<file path="src/rtl/pe_ctrl_pkg.sv">
// ============================================================================
//  pe_ctrl_pkg : shared constants and controller state type for pe_array_seq
//  Rev 1.0
// ============================================================================
`default_nettype none

package pe_ctrl_pkg;

  localparam int N   = 4;
  localparam int DW  = 8;
  localparam int LAT = 2 * N;

  typedef enum logic [2:0] {
    S_IDLE   = 3'd0,
    S_LOAD_W = 3'd1,
    S_STREAM = 3'd2,
    S_DRAIN  = 3'd3,
    S_DONE   = 3'd4
  } state_t;

endpackage

`default_nettype wire

</file>
<file path="src/rtl/pe_array_seq_skew_line.sv">
// ============================================================================
//  skew_line : resettable DEPTH-stage delay line, DEPTH=0 is a plain wire
//  Rev 1.0
// ============================================================================
`default_nettype none

module skew_line #(
  parameter int DEPTH = 1,
  parameter int WIDTH = 8
) (
  input  logic             clk,
  input  logic             rst,
  input  logic [WIDTH-1:0] i_d,
  output logic [WIDTH-1:0] o_q
);

  generate
    if (DEPTH == 0) begin : g_pass
      logic w_unused_clk_rst;
      assign w_unused_clk_rst = clk | rst;
      assign o_q = i_d;
    end else begin : g_reg
      logic [WIDTH-1:0] r_stage [DEPTH];

      always_ff @(posedge clk or posedge rst) begin
        if (rst) begin
          for (int k = 0; k < DEPTH; k++) begin
            r_stage[k] <= '0;
          end
        end else begin
          r_stage[0] <= i_d;
          for (int k = 1; k < DEPTH; k++) begin
            r_stage[k] <= r_stage[k-1];
          end
        end
      end

      assign o_q = r_stage[DEPTH-1];
    end
  endgenerate

endmodule

`default_nettype wire

</file>
<file path="src/rtl/pe_array_seq.sv">
// ============================================================================
//  pe_array_seq : controller for an N x N weight-stationary PE array
//  (weight load, skewed activation feed, deskewed result collection)
//  Rev 1.0
// ============================================================================
`default_nettype none

module pe_array_seq #(
  parameter int N  = pe_ctrl_pkg::N,
  parameter int DW = pe_ctrl_pkg::DW
) (
  input  logic                                clk,
  input  logic                                rst,
  input  logic                                i_start,
  input  logic                                i_cfg_reuse_w,
  input  logic [7:0]                          i_cfg_num_vec,
  output logic                                o_busy,
  output logic                                o_done,
  input  logic                                i_w_valid,
  output logic                                o_w_ready,
  input  logic [DW-1:0]                       i_w_data,
  input  logic                                i_a_valid,
  output logic                                o_a_ready,
  input  logic [N*DW-1:0]                     i_a_data,
  output logic                                o_init_wr_en,
  output logic [((N > 1) ? $clog2(N) : 1)-1:0] o_init_wr_row,
  output logic [((N > 1) ? $clog2(N) : 1)-1:0] o_init_wr_col,
  output logic [DW-1:0]                       o_init_wr_data,
  output logic [N*DW-1:0]                     o_arr_a,
  input  logic [N*DW-1:0]                     i_arr_down,
  output logic                                o_res_valid,
  output logic [N*DW-1:0]                     o_res_data
);

  import pe_ctrl_pkg::*;

  localparam int c_RW  = (N > 1) ? $clog2(N) : 1;
  localparam int c_LAT = 2 * N;
  localparam int c_DCW = $clog2(c_LAT);

  state_t            r_state;
  logic              r_busy;
  logic              r_done;
  logic              r_w_ready;
  logic              r_a_ready;
  logic [c_RW-1:0]   r_wr_row;
  logic [c_RW-1:0]   r_wr_col;
  logic [7:0]        r_num_vec;
  logic [7:0]        r_a_cnt;
  logic [c_DCW-1:0]  r_drain_cnt;

  logic              w_w_hs;
  logic              w_a_hs;
  logic              w_col_last;
  logic              w_row_last;
  logic [N*DW-1:0]   w_skew_in;
  logic [N*DW-1:0]   w_deskew_out;
  logic              w_tag_out;

  assign w_w_hs     = i_w_valid & r_w_ready;
  assign w_a_hs     = i_a_valid & r_a_ready;
  assign w_col_last = (r_wr_col == c_RW'(N - 1));
  assign w_row_last = (r_wr_row == c_RW'(N - 1));

  always_ff @(posedge clk or posedge rst) begin
    if (rst) begin
      r_state     <= S_IDLE;
      r_busy      <= 1'b0;
      r_done      <= 1'b0;
      r_w_ready   <= 1'b0;
      r_a_ready   <= 1'b0;
      r_wr_row    <= '0;
      r_wr_col    <= '0;
      r_num_vec   <= '0;
      r_a_cnt     <= '0;
      r_drain_cnt <= '0;
    end else begin
      r_done <= 1'b0;
      case (r_state)
        S_IDLE: begin
          if (i_start) begin
            r_num_vec <= i_cfg_num_vec;
            r_busy    <= 1'b1;
            r_wr_row  <= '0;
            r_wr_col  <= '0;
            r_a_cnt   <= '0;
            if (i_cfg_reuse_w) begin
              r_state   <= S_STREAM;
              r_a_ready <= (i_cfg_num_vec != 8'd0);
            end else begin
              r_state   <= S_LOAD_W;
              r_w_ready <= 1'b1;
            end
          end
        end

        // Column index runs fastest so the row-major weight stream maps 1:1.
        S_LOAD_W: begin
          if (w_w_hs) begin
            if (w_col_last) begin
              r_wr_col <= '0;
              r_wr_row <= r_wr_row + 1'b1;
            end else begin
              r_wr_col <= r_wr_col + 1'b1;
            end
            if (w_col_last && w_row_last) begin
              r_w_ready <= 1'b0;
              r_wr_row  <= '0;
              if (r_num_vec == 8'd0) begin
                r_state <= S_DONE;
                r_done  <= 1'b1;
              end else begin
                r_state   <= S_STREAM;
                r_a_ready <= 1'b1;
              end
            end
          end
        end

        S_STREAM: begin
          if (r_num_vec == 8'd0) begin
            r_state <= S_DONE;
            r_done  <= 1'b1;
          end else if (w_a_hs) begin
            r_a_cnt <= r_a_cnt + 8'd1;
            if (r_a_cnt == r_num_vec - 8'd1) begin
              r_a_ready   <= 1'b0;
              r_drain_cnt <= '0;
              r_state     <= S_DRAIN;
            end
          end
        end

        // Long enough for the last accepted vector to reach o_res_data.
        S_DRAIN: begin
          r_drain_cnt <= r_drain_cnt + 1'b1;
          if (r_drain_cnt == c_DCW'(c_LAT - 1)) begin
            r_state <= S_DONE;
            r_done  <= 1'b1;
          end
        end

        S_DONE: begin
          r_state <= S_IDLE;
          r_busy  <= 1'b0;
        end

        default: begin
          r_state   <= S_IDLE;
          r_busy    <= 1'b0;
          r_w_ready <= 1'b0;
          r_a_ready <= 1'b0;
        end
      endcase
    end
  end

  assign o_busy         = r_busy;
  assign o_done         = r_done;
  assign o_w_ready      = r_w_ready;
  assign o_a_ready      = r_a_ready;
  assign o_init_wr_en   = w_w_hs;
  assign o_init_wr_row  = r_wr_row;
  assign o_init_wr_col  = r_wr_col;
  assign o_init_wr_data = w_w_hs ? i_w_data : '0;

  generate
    for (genvar r = 0; r < N; r++) begin : g_skew
      assign w_skew_in[r*DW +: DW] = w_a_hs ? i_a_data[r*DW +: DW] : '0;

      skew_line #(.DEPTH(r + 1), .WIDTH(DW)) u_skew (
        .clk (clk),
        .rst (rst),
        .i_d (w_skew_in[r*DW +: DW]),
        .o_q (o_arr_a[r*DW +: DW])
      );
    end

    // Column c leaves the array c cycles after column 0; pad the early ones.
    for (genvar c = 0; c < N; c++) begin : g_deskew
      skew_line #(.DEPTH(N - 1 - c), .WIDTH(DW)) u_deskew (
        .clk (clk),
        .rst (rst),
        .i_d (i_arr_down[c*DW +: DW]),
        .o_q (w_deskew_out[c*DW +: DW])
      );
    end
  endgenerate

  skew_line #(.DEPTH(c_LAT), .WIDTH(1)) u_tag (
    .clk (clk),
    .rst (rst),
    .i_d (w_a_hs),
    .o_q (w_tag_out)
  );

  assign o_res_valid = w_tag_out;
  assign o_res_data  = w_tag_out ? w_deskew_out : '0;

endmodule

`default_nettype wire

</file>
<file path="config.mk">
export PLATFORM = sky130hd
export DESIGN_NAME = pe_array_seq
export DESIGN_NICKNAME = d
export VERILOG_FILES = /design/src/rtl/pe_ctrl_pkg.sv /design/src/rtl/pe_array_seq_skew_line.sv /design/src/rtl/pe_array_seq.sv
export SDC_FILE = /design/constraint.sdc
export NUM_CORES = 1
export LEC_CHECK = 0
export BUFFER_PORTS_ARGS = -buffer_cell sky130_fd_sc_hd__clkbuf_2
export CORE_ASPECT_RATIO = 1.4
export CORE_MARGIN = 2
export CORE_UTILIZATION = 28
export DETAILED_ROUTE_END_ITERATION = 7
export GPL_ROUTABILITY_DRIVEN = 0
export GPL_TIMING_DRIVEN = 0
export MAX_ROUTING_LAYER = met4
export SLEW_MARGIN = 20
export SYNTH_ARGS = -nofsm -noshare
export SYNTH_HDL_FRONTEND = slang
export SYNTH_SLANG_ARGS = --single-unit
export TNS_END_PERCENT = 50
</file>
<file path="constraint.sdc">
create_clock -name clk -period 13.7 [get_ports clk]
set_input_delay 0 -clock clk [delete_from_list [all_inputs] [get_ports clk]]
set_output_delay 0 -clock clk [all_outputs]
set_load 0.005 [all_outputs]
</file>
* After elaboration in Yosys (flattened, before gate mapping) *
Index checks and enable logic that the tools add are counted.

operators by class
  add/sub/neg operators = 5
  equality and inequality tests = 21
  mux-type cells = 53
  bitwise logic cells = 5
  reduce and logical (&&, ||, !) cells = 19

operators with widths
  cell                                                  count
  two-way mux 8 bit                                     8
  two-way mux 3 bit                                     11
  two-way mux 32 bit                                    1
  inequality test 2 bit (second input constant)         9
  two-way mux 1 bit                                     17
  case mux 8 bit (2 select lines)                       1
  two-way mux 2 bit                                     7
  case mux 3 bit (4 select lines)                       1
  AND reduction 4 bit                                   3
  AND reduction 9 bit                                   1
  adder 8 x 1 -> 8 bit (second input constant)          1
  equality test 8 bit                                   1
  zero test 8 bit                                       1
  case mux 2 bit (2 select lines)                       2
  nonzero test 8 bit                                    1
  subtractor 8 x 1 -> 8 bit (second input constant)     1
  equality test 3 x 2 -> 1 bit (second input constant)  2
  equality test 3 bit (second input constant)           2
  inequality test 3 bit (second input constant)         2
  case mux 1 bit (3 select lines)                       2
  case mux 3 bit (2 select lines)                       1
  AND reduction 6 bit                                   1
  nonzero test 2 bit                                    3
  OR reduction 3 bit                                    2
  16 further kinds                                      22

storage, ports and cells
  register bits = 166
  input port bits = 86
  output and inout bits = 82
  word-level logic and storage cells = 137

* Logic depth before layout (Yosys ltp) *
Gate-level depths: netlist of the first run.

  depth after elaboration = 6
  mapped depth = 9
  mapped depth without buffers = 8

* Hierarchy *
From an unflattened synthesis of the first run, not the netlist that was laid out.

unflattened totals
  cell total of the unflattened synthesis = 498
  area total of the unflattened synthesis = 6233.5 um^2

modules (own cells, without submodules)
  module                                times used  cells an instance  area each (um^2)  sequential area each (um^2)
  pe_array_seq                          1           306                2439.8            750.7
  skew_line (g_deskew[0].u_deskew ...)  2           33                 664.4             600.6
  skew_line (g_deskew[1].u_deskew ...)  2           25                 464.2             400.4
  skew_line (g_skew[3].u_skew)          1           41                 864.6             800.8
  skew_line (g_deskew[2].u_deskew ...)  3           9                  203.9             200.2
  skew_line (g_deskew[3].u_deskew)      1           8                  60.1              0.0

* Worst setup path before layout of the first run *
OpenSTA, ideal clock, no wires.

  kind = reg2reg
  start point = register r_num_vec[0]
  end point = register r_drain_cnt[2]
  setup time = 0.128 ns
  arrival time = 2.037 ns
  required time = 13.572 ns
  slack = 11.535 ns
  cell stages (with the launch flop) = 7
  buffers on the path = 0
  period minus slack after synthesis = 2.165 ns
  cells stage by stage = dfrtp_1 -> or4_4 -> or3_4 -> a2111oi_4 -> nand2_1 -> nor3_1 -> o21ai_0

on the way
  longest elaborated chain between the ends = 4
  elaborated cells on any way between the ends = 6
  those cells by class = add/sub: 1; eq/ne: 3; reduce/logical: 2

ends and longest elaborated chain
  what                               line                 text
  start, declared                    pe_array_seq.sv:48   logic [7:0] r_num_vec;
  start signal, assigned             pe_array_seq.sv:82   r_num_vec <= i_cfg_num_vec;
  subtractor 8 x 1 -> 8 bit          pe_array_seq.sv:126  if (r_a_cnt == r_num_vec - 8'd1) begin
  equality test 8 bit                pe_array_seq.sv:126
  inequality test 2 bit (no line)    --
  AND reduction 4 bit (no line) (*)  --
  end signal, assigned               pe_array_seq.sv:136  r_drain_cnt <= r_drain_cnt + 1'b1;
  end, declared                      pe_array_seq.sv:50   logic [c_DCW-1:0] r_drain_cnt;

Mark *: on every way between the ends. The rest lies on a longest branch, timed or not.
A chain may end at the register's enable or synchronous reset.

* Worst setup path after layout of the first run *
Same ends and word-level chain as after synthesis.

==> impl_metrics.csv, run 1 <==
group,metric,value,unit
timing,rsz0062_at_grt,"false",
synthesis,avgSynthCellArea,13.17,um2
finish,area_delta_synth_final,41.72,%
synthesis,synth_cell_type_count,56,
synthesis,async_reset_ff_share,100.0,%
synthesis,syn_inst,457,
timing,hold_viol,0,
critical_path,critical_path_class,"reg -> reg",
route,vias_per_cell,4.256,
timing,hold_ws,186.2,ps
floorplanning,start_util,28.49,%
synthesis,synth_edf_count,0,
placement,io_buffers,167,
critical_path,r2r-start,"r_num_vec[0]",
floorplanning,pin_count,168,
timing,setup_viol,0,
floorplanning,core-area,21130,um2
timing,max-slew-margin-rel,58.10,%
critical_path,critPathMaxFanout,7,
timing,final-max-slew-violation-count,0,
global_routing,grt_pass1_wl,20.89,mm
clock_tree,cts_tree,"built",
synthesis,seq_area_frac_synth,69.01,%
critical_path,worstPathCellList,"inv_1 > ha_1 > clkbuf_1 > o21bai_1 > or2_2 > a221oi_1 > o32ai_1 > nor3_1 > o21ai_0",
route,via_count,4192,
critical_path,cp_slowest_cell,"dfrtp_1",
power_and_ir_drop,p_per_area,174.3,nW/um2
synthesis,yosys_warnings,0,
synthesis,synth_top_area_share,69.01,%
critical_path,start_kind,"flop",
global_routing,grt_use_total,12.43,%
clock_tree,clk_pin_slew,70,ps
synthesis,synth_fp_nets,550,
power_and_ir_drop,vdd_drop_max,101.6,uV
route,final_antenna_net_count,0,
clock_tree,cts_resized,0,
clock_tree,cts_hold_buf,69,
finish,n_antenna_cell,0,
hold_path,min_path_type,"in -> async",
job,cap_violations,0,
synthesis,synth_ff_type,"dfrtp_1",
timing,max_freq,0.4061,GHz
critical_path,crit_family,"compound AO/OA/AOI/OAI gates",
critical_path,crit_path_end_kind,"flop",
synthesis,synth_common_cells,"dfrtp_1, and3_1, and2_1, nand2_1, buf_4",
global_routing,grt_max_degree,102,
finish,multi_input_area,1563,um2
route,wl_per_cell,13.28,um
clock_tree,post-cts-setup-buffers,0,
power_and_ir_drop,p_leak,4.301,nW
route,drtIter0Drc,192,
route,drt_wl_total,13.08,mm
timing,period_share,17.97,%
floorplanning,die_x,127.9,um
timing,fin_crit,2462,ps
clock_tree,cts.path.max_buffers,2,
timing,tightest_slew,620.3,ps
critical_path,critical_path_arrival,2760,ps
finish,layout-drive-gt1-share,33.24,%
clock_tree,clk_latency,430,ps
global_routing,antenna_found_initial,0,
clock_tree,numCtsBuffers,17,
clock_tree,cts-root-buf,"clkbuf_16",
critical_path,cpPeakStageDelay,460,ps
timing,tns,0,ps
clock_tree,clock-sinks,166,
global_routing,first_global_vias,4246,
timing,clock_skew,10.41,ps
synthesis,synth_seq_cells,166,
synthesis,synth_area_leader_cell,"dfrtp_1",
synthesis,synth.most_common_cell,"dfrtp_1",
critical_path,reg2reg_slack,11240,ps
clock_tree,h-tree-depth,4,
critical_path,cp.required,14000,ps
finish,seqCellArea,4154,um2
route,dr.pass1.iters,4,
finish,finish.utilization,40.38,%
synthesis,netlist_area,6020,um2
synthesis,synth.area.top_cells,"dfrtp_1, and3_1, and2_1",
finish,fin_nets,806,
critical_path,startpoint,"r_num_vec[0]",
status,outcome,"complete, no violations",
floorplanning,row_count,63,
route,drc_errors,0,
global_routing,gr-total-overflow,0,
floorplanning,die_h,177.5,um
floorplanning,die_area,22700,um2
critical_path,worst-path-buf-inv,2,
placement,hpwlAfterDp,8.898,mm
finish,fillCellCount,2027,
-- metrics by stage --
step | total power (W) | instances | area [um2] | worst slack (ps)
floorplan | 0.0008540 | 457 | 6020 | 9210
finish | 0.001487 | 985 | 8531 | 11240
detailed placement | 0.0009813 | 885 | 7216 | 11220
global placement | 0.0009743 | 884 | 7181 | 7474
CTS | 0.001514 | 985 | 8531 | 11180
global route | 0.001581 | 985 | 8531 | 10940
-- kinds of logic after synthesis --
logic type / count (synthesis) / synth area share [%]
buf+inv: 56 / 5.030
mux: 6 / 1.122
flops: 166 / 69.01
fa+ha+maj: 7 / 1.455
compound gates: 60 / 6.880
simple gates: 150 / 14.76
xor+xnor: 12 / 1.746
-- cell type report --
cell class              instances  area share, %
repair buffers                237          18.22
flip-flops and latches        166          48.69
clock inverters                14          2.332
multi-input cells             235          18.32
well taps                     260          3.813
inverters                      10         0.5280
clock buffers                  17          4.987
plain buffers                  46          3.109
-- power by group --
part           internal (W)  switching (W)  leakage [nW]
Clock              0.000307       0.000197         0.304
Combinational      0.000174       0.000187          1.90
Sequential         0.000571      0.0000514          2.10
-- cells in the final DEF (no fill, tap or decap), types with 3 or more instances in the layout --
cell,netlist,layout
xor2_1,4,4
buf_1,3,3
clkbuf_16,0,17
clkbuf_1,17,17
and3_1,42,42
inv_1,10,9
or3_1,5,5
nand4_1,3,3
nand2_1,26,26
bufinv_16,0,4
nor2_1,10,10
dfrtp_1,166,166
mux2_2,6,6
a21oi_1,9,9
dlygate4sd3_1,0,69
buf_4,24,24
inv_6,0,3
clkbuf_2,0,167
ha_1,7,7
and2_1,35,35
clkinv_2,0,3
xnor2_1,8,8
o21ai_0,22,22
inv_8,0,3
nand3_1,8,8
-- sequential cells by signal, indices dropped and copies added, names as in the netlist, 2 cells and up --
| signal | count |
|---|---|
| r_drain_cnt | 3 |
| g_deskew.u_deskew.o_q | 24 |
| o_init_wr_col | 2 |
| r_a_cnt | 8 |
| r_num_vec | 8 |
| r_state | 3 |
| o_init_wr_row | 2 |
| g_skew.u_skew.o_q | 32 |
| g_skew.u_skew.g_reg.r_stage | 48 |
| g_deskew.u_deskew.g_reg.r_stage | 24 |
| u_tag.g_reg.r_stage | 7 |
-- worst paths after layout --
check                                               end  cells after the start
max in group asynchronous       g_skew[3].u_skew.o_q[5]                      4
worst max-delay path                     r_drain_cnt[2]                      9
min in group clk                 u_tag.g_reg.r_stage[7]                      3
worst max register to register           r_drain_cnt[2]                      9
worst min-delay path            g_skew[2].u_skew.o_q[7]                      3
worst min register to register  g_skew[3].u_skew.o_q[2]                      0
-- layer usage --
layer	vias to the layer above	global-route usage, %	routed length [um]
met3	20	3.497	701
li1	2044	-	-
met5	-	-	0
met2	138	22.04	6892
met1	1990	12.99	5252
met4	0	4.945	232
-- worst register-to-register path, stage by stage, from the launching register on --
cell and delay [ps]:
dfrtp_1 460, inv_1 110, ha_1 200, clkbuf_1 190, o21bai_1 220, or2_2 280, a221oi_1 260, o32ai_1 200
nor3_1 290, o21ai_0 120
Power figures use the tool's default switching activity.
==> run 2: changes to the inputs <==
==> constraint.sdc (replaced) <==
create_clock -name clk -period 2.3 [get_ports clk]
set_input_delay 0 -clock clk [delete_from_list [all_inputs] [get_ports clk]]
set_output_delay 0 -clock clk [all_outputs]
set_load 0.005 [all_outputs]
==> run 2 against run 1 <==
The run now ends with negative setup slack left. Global-route usage up 0.33 points. Clock-buffer cell count is the same. Power increased to 6.0 times the previous value. Design area increased by 1.5%. Critical path type unchanged. Routed wire length rose by 4.1%. Die area unchanged. Worst setup slack lost 11000 ps. Register-to-register slack lost 11000 ps. Highest routed layer unchanged. Critical path depth shrank 3.
==> impl_metrics.csv, run 2 (synthesized netlist as in run 1, its figures left out) <==
group,metric,value,unit
finish,area_delta_synth_final,43.88,%
power_and_ir_drop,switchingPower,0.002718,W
clock_tree,cts_tree,"built",
finish,regMostFlops,"g_skew.u_skew.g_reg.r_stage",
route,dr.pass1.iters,4,
floorplanning,start_util,28.49,%
clock_tree,h-tree-depth,4,
finish,n_antenna_cell,0,
finish,final_cell_area,8661,um2
finish,layout-drive-gt1-share,35.47,%
global_routing,first_global_vias,4346,
placement,io_buffers,167,
clock_tree,clk_latency,430,ps
floorplanning,pin_count,168,
critical_path,critPathMaxFanout,5,
route,drt_wl_total,13.62,mm
global_routing,gr-total-overflow,0,
status,outcome,"complete, but fails checks",
clock_tree,cts.path.max_buffers,2,
clock_tree,clock-sinks,166,
hold_path,min_path_type,"in -> async",
power_and_ir_drop,p_leak,4.337,nW
status,violations,"negative setup slack",
finish,final_common_cell,"clkbuf_2",
floorplanning,die_area,22700,um2
floorplanning,core-area,21130,um2
route,drc_errors,0,
timing,setup_viol,2,
route,wl_met2,7.096,mm
critical_path,critical_path_class,"reg -> reg",
power_and_ir_drop,p_sw_share,30.66,%
critical_path,critical_path_arrival,2610,ps
timing,clock_skew,12.96,ps
placement,dpl-instance-area,7284,um2
critical_path,crit_path_end_kind,"flop",
power_and_ir_drop,p_per_area,1024,nW/um2
power_and_ir_drop,combPwrFrac,25.8,%
global_routing,grt_use_total,12.77,%
clock_tree,cts-root-buf,"clkbuf_16",
route,drtIter0Drc,193,
critical_path,cp.required,2600,ps
route,final_antenna_net_count,0,
power_and_ir_drop,internal_power,0.006148,W
timing,final-max-slew-violation-count,0,
power_and_ir_drop,clkPwrFrac,32.2,%
floorplanning,die_x,127.9,um
route,via_count,4308,
timing,rsz0062_at_grt,"true",
floorplanning,row_count,63,
route,vias_per_cell,4.338,
critical_path,cpPeakStageDelay,520,ps
timing,fin_crit,2307,ps
power_and_ir_drop,p_seq_share,42.0,%
critical_path,start_kind,"flop",
critical_path,worst-path-buf-inv,0,
placement,hpwlAfterDp,9.464,mm
timing,finalWorstSetupSlack,-7.210,ps
timing,tns,-7.538,ps
route,top_layer_used,"met4",
route,wl_met3,730,um
global_routing,antenna_found_initial,0,
timing,max_freq,0.4334,GHz
job,cap_violations,0,
floorplanning,die_h,177.5,um
route,wl_per_cell,13.71,um
timing,period_share,100.3,%
critical_path,worstPathCellList,"or4_4 > or3_4 > a2111oi_4 > nand2_1 > nor3_2 > o21ai_1",
global_routing,grt_pass1_wl,21.73,mm
global_routing,grt_max_degree,37,
timing,max-slew-margin-rel,55.22,%
route,m1WireLength,5.491,mm
finish,fin_nets,814,
clock_tree,numCtsBuffers,17,
timing,hold_viol,0,
timing,tightest_slew,663.1,ps
critical_path,cp_slowest_cell,"or4_4",
power_and_ir_drop,vdd_drop_max,510.1,uV
clock_tree,clk_pin_slew,70,ps
critical_path,crit_family,"simple AND/OR/NAND/NOR gates",
finish,final_cell_mix,"clkbuf_2, dfrtp_1, dlygate4sd3_1, and3_1, and2_1",
finish,largest_register_ffs,48,
-- run 2: stage by stage --
step                      hold WS [ps]  utilization, %  std cells  total power, W  setup slack [ps]
after floorplan                  31.43               -        457        0.005088             134.8
after detailed placement        -16.54           34.48        889        0.005872            -187.5
after global placement           108.6           34.01        884        0.005799            -785.0
final                            90.96           41.00        993        0.008866            -7.210
after global routing             98.55           41.00        993        0.009431            -102.3
after CTS                        78.22           40.77        990        0.008957            -9.863
-- run 2: repair_timing --
item / CTS / global route
hold buffers: 69 / 0
endpoints found under the setup margin: 9 / 11
pin swaps: 5 / 4
resized for setup: 8 / 7
buffers inserted: 2 / 4
hold endpoints to repair: 112 / 0
-- run 2: metal layers --
metal,global-route usage [%],up-vias
met1,13.90,2076
met3,3.256,22
li1,-,2067
met4,5.449,0
met5,-,-
met2,22.06,143
-- run 2: path summary, 6_finish.rpt --
| path | start | end | slack (ps) | depth (start not counted) |
|---|---|---|---|---|
| min in group clk | i_a_valid | u_tag.g_reg.r_stage[7] | 200 | 3 |
| setup / recovery | r_num_vec[2] | r_drain_cnt[2] | -7 | 6 |
| setup reg to reg | r_num_vec[2] | r_drain_cnt[2] | -7 | 6 |
| max in group asynchronous | rst | g_skew[3].u_skew.g_reg.r_stage[10] | 1050 | 7 |
| hold reg to reg | g_deskew[0].u_deskew.g_reg.r_stage[20] | g_deskew[0].u_deskew.g_reg.r_stage[12] | 340 | 0 |
| hold / removal | rst | g_deskew[1].u_deskew.g_reg.r_stage[10] | 90 | 3 |
-- run 2: power by group through the flow --
stage	Sequential (W)	Combinational (W)	Clock (W)
floorplan	0.00368	0.00140	0
finish	0.00373	0.00228	0.00285
global route	0.00379	0.00255	0.00309
global placement	0.00376	0.00204	0
detailed placement	0.00377	0.00211	0
CTS	0.00372	0.00227	0.00297
-- run 2: worst reg2reg max path, cell delays in order, from the launching register on --
cell       delay [ps]
dfrtp_1           460
or4_4             520
or3_4             400
a2111oi_4         340
nand2_1           130
nor3_2            240
o21ai_1           100
-- run 2: layout make-up --
| cell class | count | area, um2 |
|---|---|---|
| timing repair buffer | 247 | 1672 |
| inverter | 10 | 41.29 |
| tap | 260 | 325.3 |
| multi-input combinational | 235 | 1614 |
| clock buffer | 17 | 425.4 |
| fill | 2018 | 12460 |
| sequential | 166 | 4158 |
| clock inverter | 14 | 168.9 |
| buffer | 44 | 256.5 |
==> run 3: changes to the inputs <==
--- a/config.mk
+++ b/config.mk
@@ -17,4 +17,3 @@
 export SYNTH_ARGS = -nofsm -noshare
 export SYNTH_HDL_FRONTEND = slang
 export SYNTH_SLANG_ARGS = --single-unit
-export TNS_END_PERCENT = 50
==> run 3 against run 2 <==
The run still ends with negative setup slack left. Critical path depth did not move. Via count fell by 0.28%. Hold slack barely moved. Utilization barely moved. Sequential share of layout area barely moved. Flip-flop and latch count did not move. Routed wire length barely moved. Sequential power barely moved. Cell count fell by 0.30%.
==> impl_metrics.csv, run 3 (synthesized netlist as in run 1, its figures left out) <==
group,metric,value,unit
status,outcome,"complete, but fails checks",
status,violations,"negative setup slack",
route,dr.pass1.iters,4,
floorplanning,row_count,63,
placement,hpwlAfterDp,9.464,mm
hold_path,min_path_type,"in -> async",
job,cap_violations,0,
power_and_ir_drop,vdd_drop_max,491.1,uV
power_and_ir_drop,power,0.008863,W
finish,area_delta_synth_final,43.75,%
floorplanning,pin_count,168,
floorplanning,core-area,21130,um2
floorplanning,die_x,127.9,um
global_routing,antenna_found_initial,0,
finish,layout-drive-gt1-share,35.48,%
critical_path,cpPeakStageDelay,520,ps
clock_tree,numCtsBuffers,17,
finish,regMostFlops,"g_skew.u_skew.g_reg.r_stage",
finish,finish.utilization,40.96,%
timing,hold_viol,0,
critical_path,cp_slowest_cell,"or4_4",
route,drc_errors,0,
critical_path,reg2regPathDepth,6,
clock_tree,clock-sinks,166,
finish,fin_nets,811,
floorplanning,die_h,177.5,um
critical_path,critical_path_arrival,2600,ps
route,wl_per_cell,13.76,um
critical_path,critPathMaxFanout,5,
route,final_antenna_net_count,0,
timing,period_share,100.2,%
timing,final-max-slew-violation-count,0,
route,drtIter0Drc,206,
timing,finalWorstSetupSlack,-3.924,ps
power_and_ir_drop,p_per_area,1024,nW/um2
global_routing,first_global_vias,4344,
placement,dp.cells,889,
global_routing,grt_max_degree,37,
clock_tree,cts_tree,"built",
critical_path,startpoint,"r_num_vec[2]",
route,drt_wl_total,13.63,mm
critical_path,start_kind,"flop",
floorplanning,start_util,28.49,%
floorplanning,die_area,22700,um2
clock_tree,h-tree-depth,4,
clock_tree,clk_latency,430,ps
timing,max-slew-margin-rel,55.27,%
global_routing,grt_pass1_wl,21.74,mm
clock_tree,cts.path.max_buffers,2,
critical_path,r2r_end,"r_drain_cnt[2]",
critical_path,r2r-start,"r_num_vec[2]",
timing,rsz0062_at_grt,"true",
critical_path,crit_path_end_kind,"flop",
critical_path,crit_end,"r_drain_cnt[2]",
global_routing,grt_use_total,12.77,%
finish,largest_register_ffs,48,
critical_path,reg2reg_slack,-4,ps
critical_path,critical_path_class,"reg -> reg",
clock_tree,clk_pin_slew,70,ps
route,via_count,4296,
power_and_ir_drop,p_leak,4.334,nW
timing,max_freq,0.4340,GHz
critical_path,cp.required,2600,ps
timing,fin_crit,2304,ps
finish,final_cell_mix,"clkbuf_2, dfrtp_1, dlygate4sd3_1, and3_1, and2_1",
timing,clock_skew,11.11,ps
critical_path,worstPathCellList,"or4_4 > or3_4 > a2111oi_4 > nand2_2 > nor3_2 > o21ai_1",
finish,final_common_cell,"clkbuf_2",
global_routing,gr-total-overflow,0,
timing,setup_viol,1,
clock_tree,cts-root-buf,"clkbuf_16",
placement,io_buffers,167,
finish,stdcell_count,990,
timing,tightest_slew,662.4,ps
finish,n_antenna_cell,0,
route,vias_per_cell,4.339,
run 3: area by class of cell:
class | count | area [um2]
Buffer | 44 | 264.0
Clock buffer | 17 | 425.4
Clock inverter | 14 | 168.9
Fill cell | 2014 | 12470
Inverter | 10 | 41.29
Multi-Input combinational cell | 235 | 1624
Sequential cell | 166 | 4155
Tap cell | 260 | 325.3
Timing Repair Buffer | 244 | 1649
run 3: power breakdown:
group	internal [W]	total, W	leakage, nW	switching [W]
sequential	0.00340	0.00373	2.10	0.000326
clock	0.00163	0.00285	0.285	0.00122
combinational	0.00111	0.00228	1.95	0.00117
run 3: how the worst min path moves through the flow:
stage	from	endpoint	slack, ps	cells past startpoint
final	rst	g_deskew[1].u_deskew.g_reg.r_stage[10]	90	3
after global routing	rst	g_deskew[1].u_deskew.g_reg.r_stage[10]	100	3
after CTS	rst	g_deskew[1].u_deskew.g_reg.r_stage[10]	80	3
after global placement	i_arr_down[8]	g_deskew[1].u_deskew.g_reg.r_stage[8]	110	1
after floorplan	i_arr_down[0]	g_deskew[0].u_deskew.g_reg.r_stage[16]	30	0
after detailed placement	rst	g_deskew[0].u_deskew.g_reg.r_stage[15]	-20	2
run 3: through the flow:
| stage | setup WS [ps] | hold slack (ps) | area (um2) | setup TNS, ps |
|---|---|---|---|---|
| after CTS | -9.863 | 78.22 | 8616 | -9.863 |
| after floorplan | 134.8 | 31.43 | 6023 | 0 |
| after global placement | -785.0 | 108.6 | 7184 | -127030 |
| after global routing | -91.17 | 98.55 | 8653 | -240.6 |
| after detailed placement | -187.5 | -16.54 | 7284 | -587.8 |
| final | -3.924 | 90.94 | 8653 | -3.924 |
run 3: worst max-delay path: cells and delay by family (launching register included):
family	cells	cell delay [ps]
compound gates	2	460
flops	1	460
simple gates	4	1260
run 3: repair_timing:
action	4_1_cts	5_1_grt
gates resized for setup	7	9
setup buffers	3	0
pin swaps	3	7
endpoints found under the hold margin	112	0
setup endpoints to repair	9	11
hold buffers	69	0
run 3: per-layer routing:
layer  share of wire, %  GRT usage (%)  vias up
li1                   -              -     2059
met3                5.5          3.256       22
met1                 40          13.90     2072
met2                 52          22.08      143
met4                2.2          5.449        0
met5                  0              -        -
